$ cat src/rtl/ula_pkg.sv
// Shared definitions for the ULA arbiter: op codes, legality check and FSM states.
package ula_pkg;

  localparam int WIDTH = 9;
  localparam int OPW   = 4;

  localparam logic [3:0] OP_AND = 4'b0000;
  localparam logic [3:0] OP_OR  = 4'b0001;
  localparam logic [3:0] OP_ADD = 4'b0010;
  localparam logic [3:0] OP_NOR = 4'b0011;
  localparam logic [3:0] OP_SUB = 4'b0110;
  localparam logic [3:0] OP_SLT = 4'b0111;

  typedef enum logic [1:0] {
    ST_IDLE = 2'd0,
    ST_EXEC = 2'd1,
    ST_RESP = 2'd2
  } state_e;

  function automatic logic op_legal(input logic [3:0] op);
    case (op)
      OP_AND, OP_OR, OP_ADD, OP_NOR, OP_SUB, OP_SLT: op_legal = 1'b1;
      default:                                       op_legal = 1'b0;
    endcase
  endfunction

endpackage

$ cat src/rtl/rr_pick2.sv
// Two-way round-robin pick: when both request, the one not granted last wins.
module rr_pick2 (
  input  logic [1:0] valid_i,
  input  logic       last_i,
  output logic       grant_o,
  output logic       any_o
);

  assign any_o   = |valid_i;
  assign grant_o = (&valid_i) ? ~last_i : valid_i[1];

endmodule

$ cat src/rtl/ula_arbiter.sv
// Shares one ULA between two requesters: accept in IDLE, drive the ULA in EXEC,
// hold the registered result in RESP until the granted requester takes it.
module ula_arbiter
  import ula_pkg::*;
#(
  parameter int WIDTH = 9,
  parameter int OPW   = 4
) (
  input  logic               clk,
  input  logic               rst,
  input  logic [1:0]         req_valid,
  output logic [1:0]         req_ready,
  input  logic [2*WIDTH-1:0] req_a,
  input  logic [2*WIDTH-1:0] req_b,
  input  logic [2*OPW-1:0]   req_op,
  output logic [1:0]         rsp_valid,
  input  logic [1:0]         rsp_ready,
  output logic [WIDTH-1:0]   rsp_data,
  output logic               rsp_zero,
  output logic               rsp_err,
  output logic               busy,
  output logic [WIDTH-1:0]   ula_a,
  output logic [WIDTH-1:0]   ula_b,
  output logic [OPW-1:0]     ula_ctrl,
  input  logic [WIDTH-1:0]   ula_result,
  output logic [1:0]         dbg_state
);

  // Handshake: a transfer happens on a rising edge where valid and ready are both 1.
  // Requesters hold valid/payload until req_ready; the response holds until rsp_ready.

  state_e           state_q, state_d;
  logic             last_q, last_d;
  logic             grant_q, grant_d;
  logic [WIDTH-1:0] a_q, a_d, b_q, b_d;
  logic [OPW-1:0]   op_q, op_d;
  logic [WIDTH-1:0] data_q, data_d;
  logic             zero_q, zero_d;
  logic             err_q, err_d;
  logic             pick, pick_any;

  rr_pick2 u_pick (
    .valid_i (req_valid),
    .last_i  (last_q),
    .grant_o (pick),
    .any_o   (pick_any)
  );

  always_comb begin
    state_d   = state_q;
    last_d    = last_q;
    grant_d   = grant_q;
    a_d       = a_q;
    b_d       = b_q;
    op_d      = op_q;
    data_d    = data_q;
    zero_d    = zero_q;
    err_d     = err_q;
    req_ready = 2'b00;
    case (state_q)
      ST_IDLE: begin
        // Gated by rst so outputs read 0 for the whole reset pulse.
        if (pick_any && !rst) begin
          req_ready = pick ? 2'b10 : 2'b01;
          grant_d   = pick;
          a_d       = pick ? req_a[WIDTH +: WIDTH] : req_a[0 +: WIDTH];
          b_d       = pick ? req_b[WIDTH +: WIDTH] : req_b[0 +: WIDTH];
          op_d      = pick ? req_op[OPW +: OPW]   : req_op[0 +: OPW];
          state_d   = ST_EXEC;
        end
      end
      ST_EXEC: begin
        if (op_legal(op_q)) begin
          data_d = ula_result;
          zero_d = (ula_result == '0);
          err_d  = 1'b0;
        end else begin
          data_d = '0;
          zero_d = 1'b0;
          err_d  = 1'b1;
        end
        state_d = ST_RESP;
      end
      ST_RESP: begin
        if (rsp_ready[grant_q]) begin
          last_d  = grant_q;
          state_d = ST_IDLE;
        end
      end
      default: state_d = ST_IDLE;
    endcase
  end

  always_ff @(posedge clk or posedge rst) begin
    if (rst) begin
      state_q <= ST_IDLE;
      last_q  <= 1'b1;
      grant_q <= 1'b0;
      a_q     <= '0;
      b_q     <= '0;
      op_q    <= '0;
      data_q  <= '0;
      zero_q  <= 1'b0;
      err_q   <= 1'b0;
    end else begin
      state_q <= state_d;
      last_q  <= last_d;
      grant_q <= grant_d;
      a_q     <= a_d;
      b_q     <= b_d;
      op_q    <= op_d;
      data_q  <= data_d;
      zero_q  <= zero_d;
      err_q   <= err_d;
    end
  end

  // Operand registers feed the ULA directly, so they are valid throughout EXEC.
  assign ula_a     = a_q;
  assign ula_b     = b_q;
  assign ula_ctrl  = op_q;
  assign rsp_data  = data_q;
  assign rsp_zero  = zero_q;
  assign rsp_err   = err_q;
  assign busy      = (state_q != ST_IDLE);
  assign rsp_valid = (state_q == ST_RESP) ? (grant_q ? 2'b10 : 2'b01) : 2'b00;
  assign dbg_state = state_q;

endmodule

$ cat config.mk
export PLATFORM = sky130hd
export DESIGN_NAME = ula_arbiter
export DESIGN_NICKNAME = d
export VERILOG_FILES = /design/src/rtl/ula_pkg.sv /design/src/rtl/rr_pick2.sv /design/src/rtl/ula_arbiter.sv
export SDC_FILE = /design/constraint.sdc
export NUM_CORES = 1
export LEC_CHECK = 0
export BUFFER_PORTS_ARGS = -buffer_cell sky130_fd_sc_hd__buf_2
export CAP_MARGIN = 20
export CORE_ASPECT_RATIO = 0.6
export CORE_UTILIZATION = 47
export DETAILED_ROUTE_END_ITERATION = 8
export PLACE_DENSITY = 0.84
export SLEW_MARGIN = 0
export SYNTH_ARGS = -nofsm -noshare
export SYNTH_HDL_FRONTEND = slang
export SYNTH_SLANG_ARGS = --single-unit
$ cat constraint.sdc
create_clock -name clk -period 3.5 [get_ports clk]
set_input_delay 0.7 -clock clk [delete_from_list [all_inputs] [get_ports clk]]
set_output_delay 0.7 -clock clk [all_outputs]
set_load 0.005 [all_outputs]
# After elaboration in Yosys (flattened, before gate mapping)
# Index checks and enable logic that the tools add are counted.
# Widths: inputs -> output; s select.
# totals
input_bits,59
reg_bits,37
output_inout_bits,40
elab_cells,51
latchBits,0
mem_bits_rw,0
mem_bits_ro,0
mem_count,0
# classes
div,0
eq_ne,9
addsub,0
multipliers,0
reduce_logical,12
order_cmp,1
shift,0
bitwise,1
muxes,19
# op_table
op,n
$mux 9,3
$mux 2,7
$logic_not 9->1,1
$eq 4x2->1 const B,2
$eq 4x3->1 const B,2
$reduce_and 2->1,4
$mux 1,7
$pmux 2 s3,1
$reduce_or 6->1,1
$eq 4x1->1 const B,1
$logic_not 4->1,1
$mux 4,1
$ne 2x2->1 const B,2
$eq 2x1->1 const B,1
$eq 2x2->1 const B,1
$logic_not 2->1,1
$lt 1x2->1 const B,1
$reduce_bool 2->1,1
$reduce_or 2->1,1
$logic_and 1x1->1,1
$logic_not 1->1,1
$not 1->1,1

# Longest topological paths before layout
# logic_depth
word_depth,5
ltp_mapped,6
ltp_nobuf,3

# By module
# A second synthesis with hierarchy kept.
# hier_totals
cells_unflattened,148
hier_area_um2,1651.6
# by_module_without_submodules
mod,area_each_um2,instances,cells_per_inst
ula_arbiter,1637.8,1,146
rr_pick2,13.8,1,2

# Least setup slack after synthesis
# OpenSTA, ideal clock, no wires.
# synth_path
path_type,input-to-output
start,input port rst
end,output port req_ready[0]
n_path_buf,2
setup_slack_ns,1.323
stages,4
arrival_time_ns,1.477
cell_sequence,or3_1 > buf_2 > buf_6 > nor3b_2
# synth_via
elab_chain_len,4
# synth_rtl
item,line,source
from (decl),ula_arbiter.sv:10,"input logic rst,"
$logic_not 1->1 (no line),--,
$logic_and 1x1->1,ula_arbiter.sv:63,if (pick_any && !rst) begin
$mux 2,ula_arbiter.sv:63,
$mux 2,ula_arbiter.sv:60,case (state_q)
to (decl),ula_arbiter.sv:12,"output logic [1:0] req_ready,"
# No other way between the ends.

# Worst setup path in the final report
# layout_path
start,input port req_valid[0]
end,output port req_ready[1]
# layout_via
elab_chain_len,5
elab_cells_between_ends,7
# layout_rtl
item,line,source
from (decl),ula_arbiter.sv:11,"input logic [1:0] req_valid,"
$reduce_and 2->1,rr_pick2.sv:10,assign grant_o = (&valid_i) ? ~last_i : valid_i[1];
$mux 1,rr_pick2.sv:10,
$mux 2,ula_arbiter.sv:64,req_ready = pick ? 2'b10 : 2'b01;
$mux 2 (*),ula_arbiter.sv:63,
$mux 2 (*),ula_arbiter.sv:60,
# Every way passes the cells marked *; elsewhere a longest branch is shown, timed or not.

==> run summary <==
Pwr dens -> 714.8 nW/um^2
# DRC -> 0
First-pass GRT wire length -> 7093 um
DRT iter0 DRCs -> 69
CP Class -> in2out
Worst EP arrival -> 2050 ps
Sum of negative setup slack -> 0 ps
Min Clock Period, post-route -> 2750 ps
Ant diodes -> 0
CP top delay family -> simple AND/OR/NAND/NOR gates
Initial antenna violation count -> 0
Final period util -> 78.58%
Worst path cell trace -> buf_2 > nand2_1 > and3_1 > buf_2
Slew HR -> 41.88%
Buf+Inv Stages, Crit Path -> 2
Max IR drop VDD -> 0.3370 mV
Drt first pass iters -> 4
Mapped Nets -> 216
Post-Layout Inst Area -> 2362 sq um
Area grow syn2layout -> 33.05%
Vias in the first global route -> 1,488
Synthesis Warnings -> 0
Die Y-Extent -> 49.61 um
CP Data Required Time -> 2800 ps
Clk_skew -> 4.171 ps
Flops & latches, synth -> 37
Share of layout cells above drive strength 1 -> 53.36%
Sink Count -> 37
H-Tree Depth -> 2
CTS max path bufs -> 2
Grt ovf -> 0
Total CTS buffers -> 5
Setup bufs post-CTS -> 0
Slew Viols, Final -> 0
Status -> finished, final reports clean
Clk_lat worst skew -> 290 ps
Total of max-cap violations -> 0
DRT antenna net count -> 0
Final Net Count -> 311
Post-layout util -> 69.01%
Ports -> 99
Synth cell types -> 26
Gate Count Post-Synth -> 157
CTS clk-pin slew, worst paths -> 70 ps
Lkg Pwr -> 0.001232 uW
Startpoint types -> primary input
CP max FO -> 25
RSZ-0062 raised after global routing -> false
CP max-delay cell -> and3_1
Die Area -> 4036 sq um
Total track usage -> 23.70%
Die extent in x -> 81.35 um
Final hold viol count -> 0
FP Rows -> 16
Worst setup EP type -> primary output
Syn Area/Cell -> 11.31 sq um
Register area share after synthesis -> 52.22%
CTS tree -> done
WL per Instance -> 15.04 um
Core Box Area -> 3423 sq um
Clock root buffer -> clkbuf_8
Fill cell count -> 287
Dpl hpwl -> 3241 um
DRT Wirelength -> 4481 um
Post-DP Area -> 2275 sq um
Placer Congestion -> 0.7778
Tightest Pin Transition -> 871.8 ps
CTS Hold Bufs -> 0
Final WS setup -> 749.8 ps
Most common cell after layout, fill and taps aside -> buf_2
Fmax -> 363.6 MHz
Vias per cell -> 5.362
Port-buffer cells -> 98
Vias -> 1,598
Post-cts gate resize count -> 0
Crit path largest cell delay -> 730 ps
Worst slack, placed -> 775.2 ps
Post-Syn Area -> 1775 sq um
Most frequent cells in the layout -> 99 x buf_2, 36 x dfrtp_1, 24 x nand2_1
Most used cell, CP -> buf_2
Final setup vio count -> 0
Initial Util -> 51.86%
Largest net degree at the start of global routing -> 26
Hold crit path type -> reg2reg
[cells in the mapped netlist]
| library cell | n | area [sq um] |
|---|---|---|
| and3_1 | 1 | 6.260 |
| buf_2 | 7 | 35.03 |
| nor3b_2 | 1 | 12.51 |
| a221o_1 | 22 | 220.2 |
| o2bb2ai_1 | 1 | 8.760 |
| inv_1 | 4 | 15.01 |
| or2b_1 | 1 | 7.510 |
| a32o_1 | 1 | 10.01 |
| or4_1 | 1 | 7.510 |
| nand2_1 | 24 | 90.09 |
| mux2_2 | 1 | 11.26 |
| nor3_2 | 20 | 200.2 |
| dfrtp_1 | 36 | 900.9 |
| dfstp_2 | 1 | 26.28 |
| o21ai_0 | 1 | 5.000 |
| or3_1 | 1 | 6.260 |
| a22o_1 | 9 | 78.83 |
| o21ai_1 | 1 | 5.000 |
| nand2b_1 | 1 | 6.260 |
| nor3_1 | 6 | 30.03 |
| nor2b_1 | 3 | 18.77 |
| a21oi_1 | 3 | 15.01 |
| nor2_1 | 2 | 7.510 |
| or2_2 | 1 | 6.260 |
| buf_6 | 2 | 22.52 |
| clkbuf_1 | 6 | 22.52 |
[worst reg2reg max path, stage by stage (launching register included)]
cell      delay (ps)
dfrtp_1          430
nand2b_1         400
nor3_1           480
buf_2            280
a32o_1           180
[sequential cells by signal, summed over array words and instances, names as in the netlist]
name and flops:
dbg_state 2, grant_q 1, last_q 1, rsp_data 9
rsp_err 1, rsp_zero 1, ula_a 9, ula_b 9
ula_ctrl 4
[stage by stage]
stage | power [uW] | instances | hold slack (ps)
after floorplan | 1124 | 157 | 473.4
after global placement | 1398 | 289 | 475.0
after detailed placement | 1411 | 289 | 488.6
after CTS | 1700 | 297 | 504.6
after global routing | 1817 | 298 | 533.5
final | 1688 | 298 | 500.5
[report_power, final]
part           leakage (uW)  total (uW)  internal [uW]  switching [uW]
Clock             0.0000450         282            138             145
Combinational      0.000724         680            359             321
Sequential         0.000463         726            611             114
Total               0.00123        1690           1110             580
[path summary, 6_finish.rpt]
path	end	start	slack [ps]	cells after the start
max	req_ready[1]	req_valid[0]	750	4
min	rsp_zero	rsp_zero	500	1
max reg2reg	rsp_zero	dbg_state[1]	1660	4
min reg2reg	rsp_zero	rsp_zero	500	1
max in group asynchronous	rsp_data[1]	rst	2240	3
min in group asynchronous	ula_a[5]	rst	560	2
[area by class of cell]
| cell class | instances | area (sq um) | share of cell area (%) |
|---|---|---|---|
| repair buffers | 103 | 525.5 | 22.25 |
| inverters | 4 | 15.01 | 0.6356 |
| clock buffers | 6 | 72.57 | 3.072 |
| clock inverters | 2 | 10.01 | 0.4237 |
| well taps | 45 | 56.30 | 2.383 |
| flip-flops and latches | 37 | 927.1 | 39.25 |
| multi-input cells | 101 | 755.7 | 31.99 |
[logic make-up (layout without fill, tap and decap cells)]
logic type	after synthesis	in the layout	share of synthesized area, %
compound gates	38	38	19.31
mux	1	1	0.6342
flops	37	37	52.22
simple gates	62	62	22.48
buf+inv	19	115	5.355
[routing by layer]
layer	vias up	track usage, %	share of wire (%)
met3	6	6.852	6.5
met4	0	7.143	1.1
met2	53	36.67	46
met5	-	0	0
li1	771	-	-
met1	768	32.06	47
No activity file was read; power rests on OpenSTA's default activity.
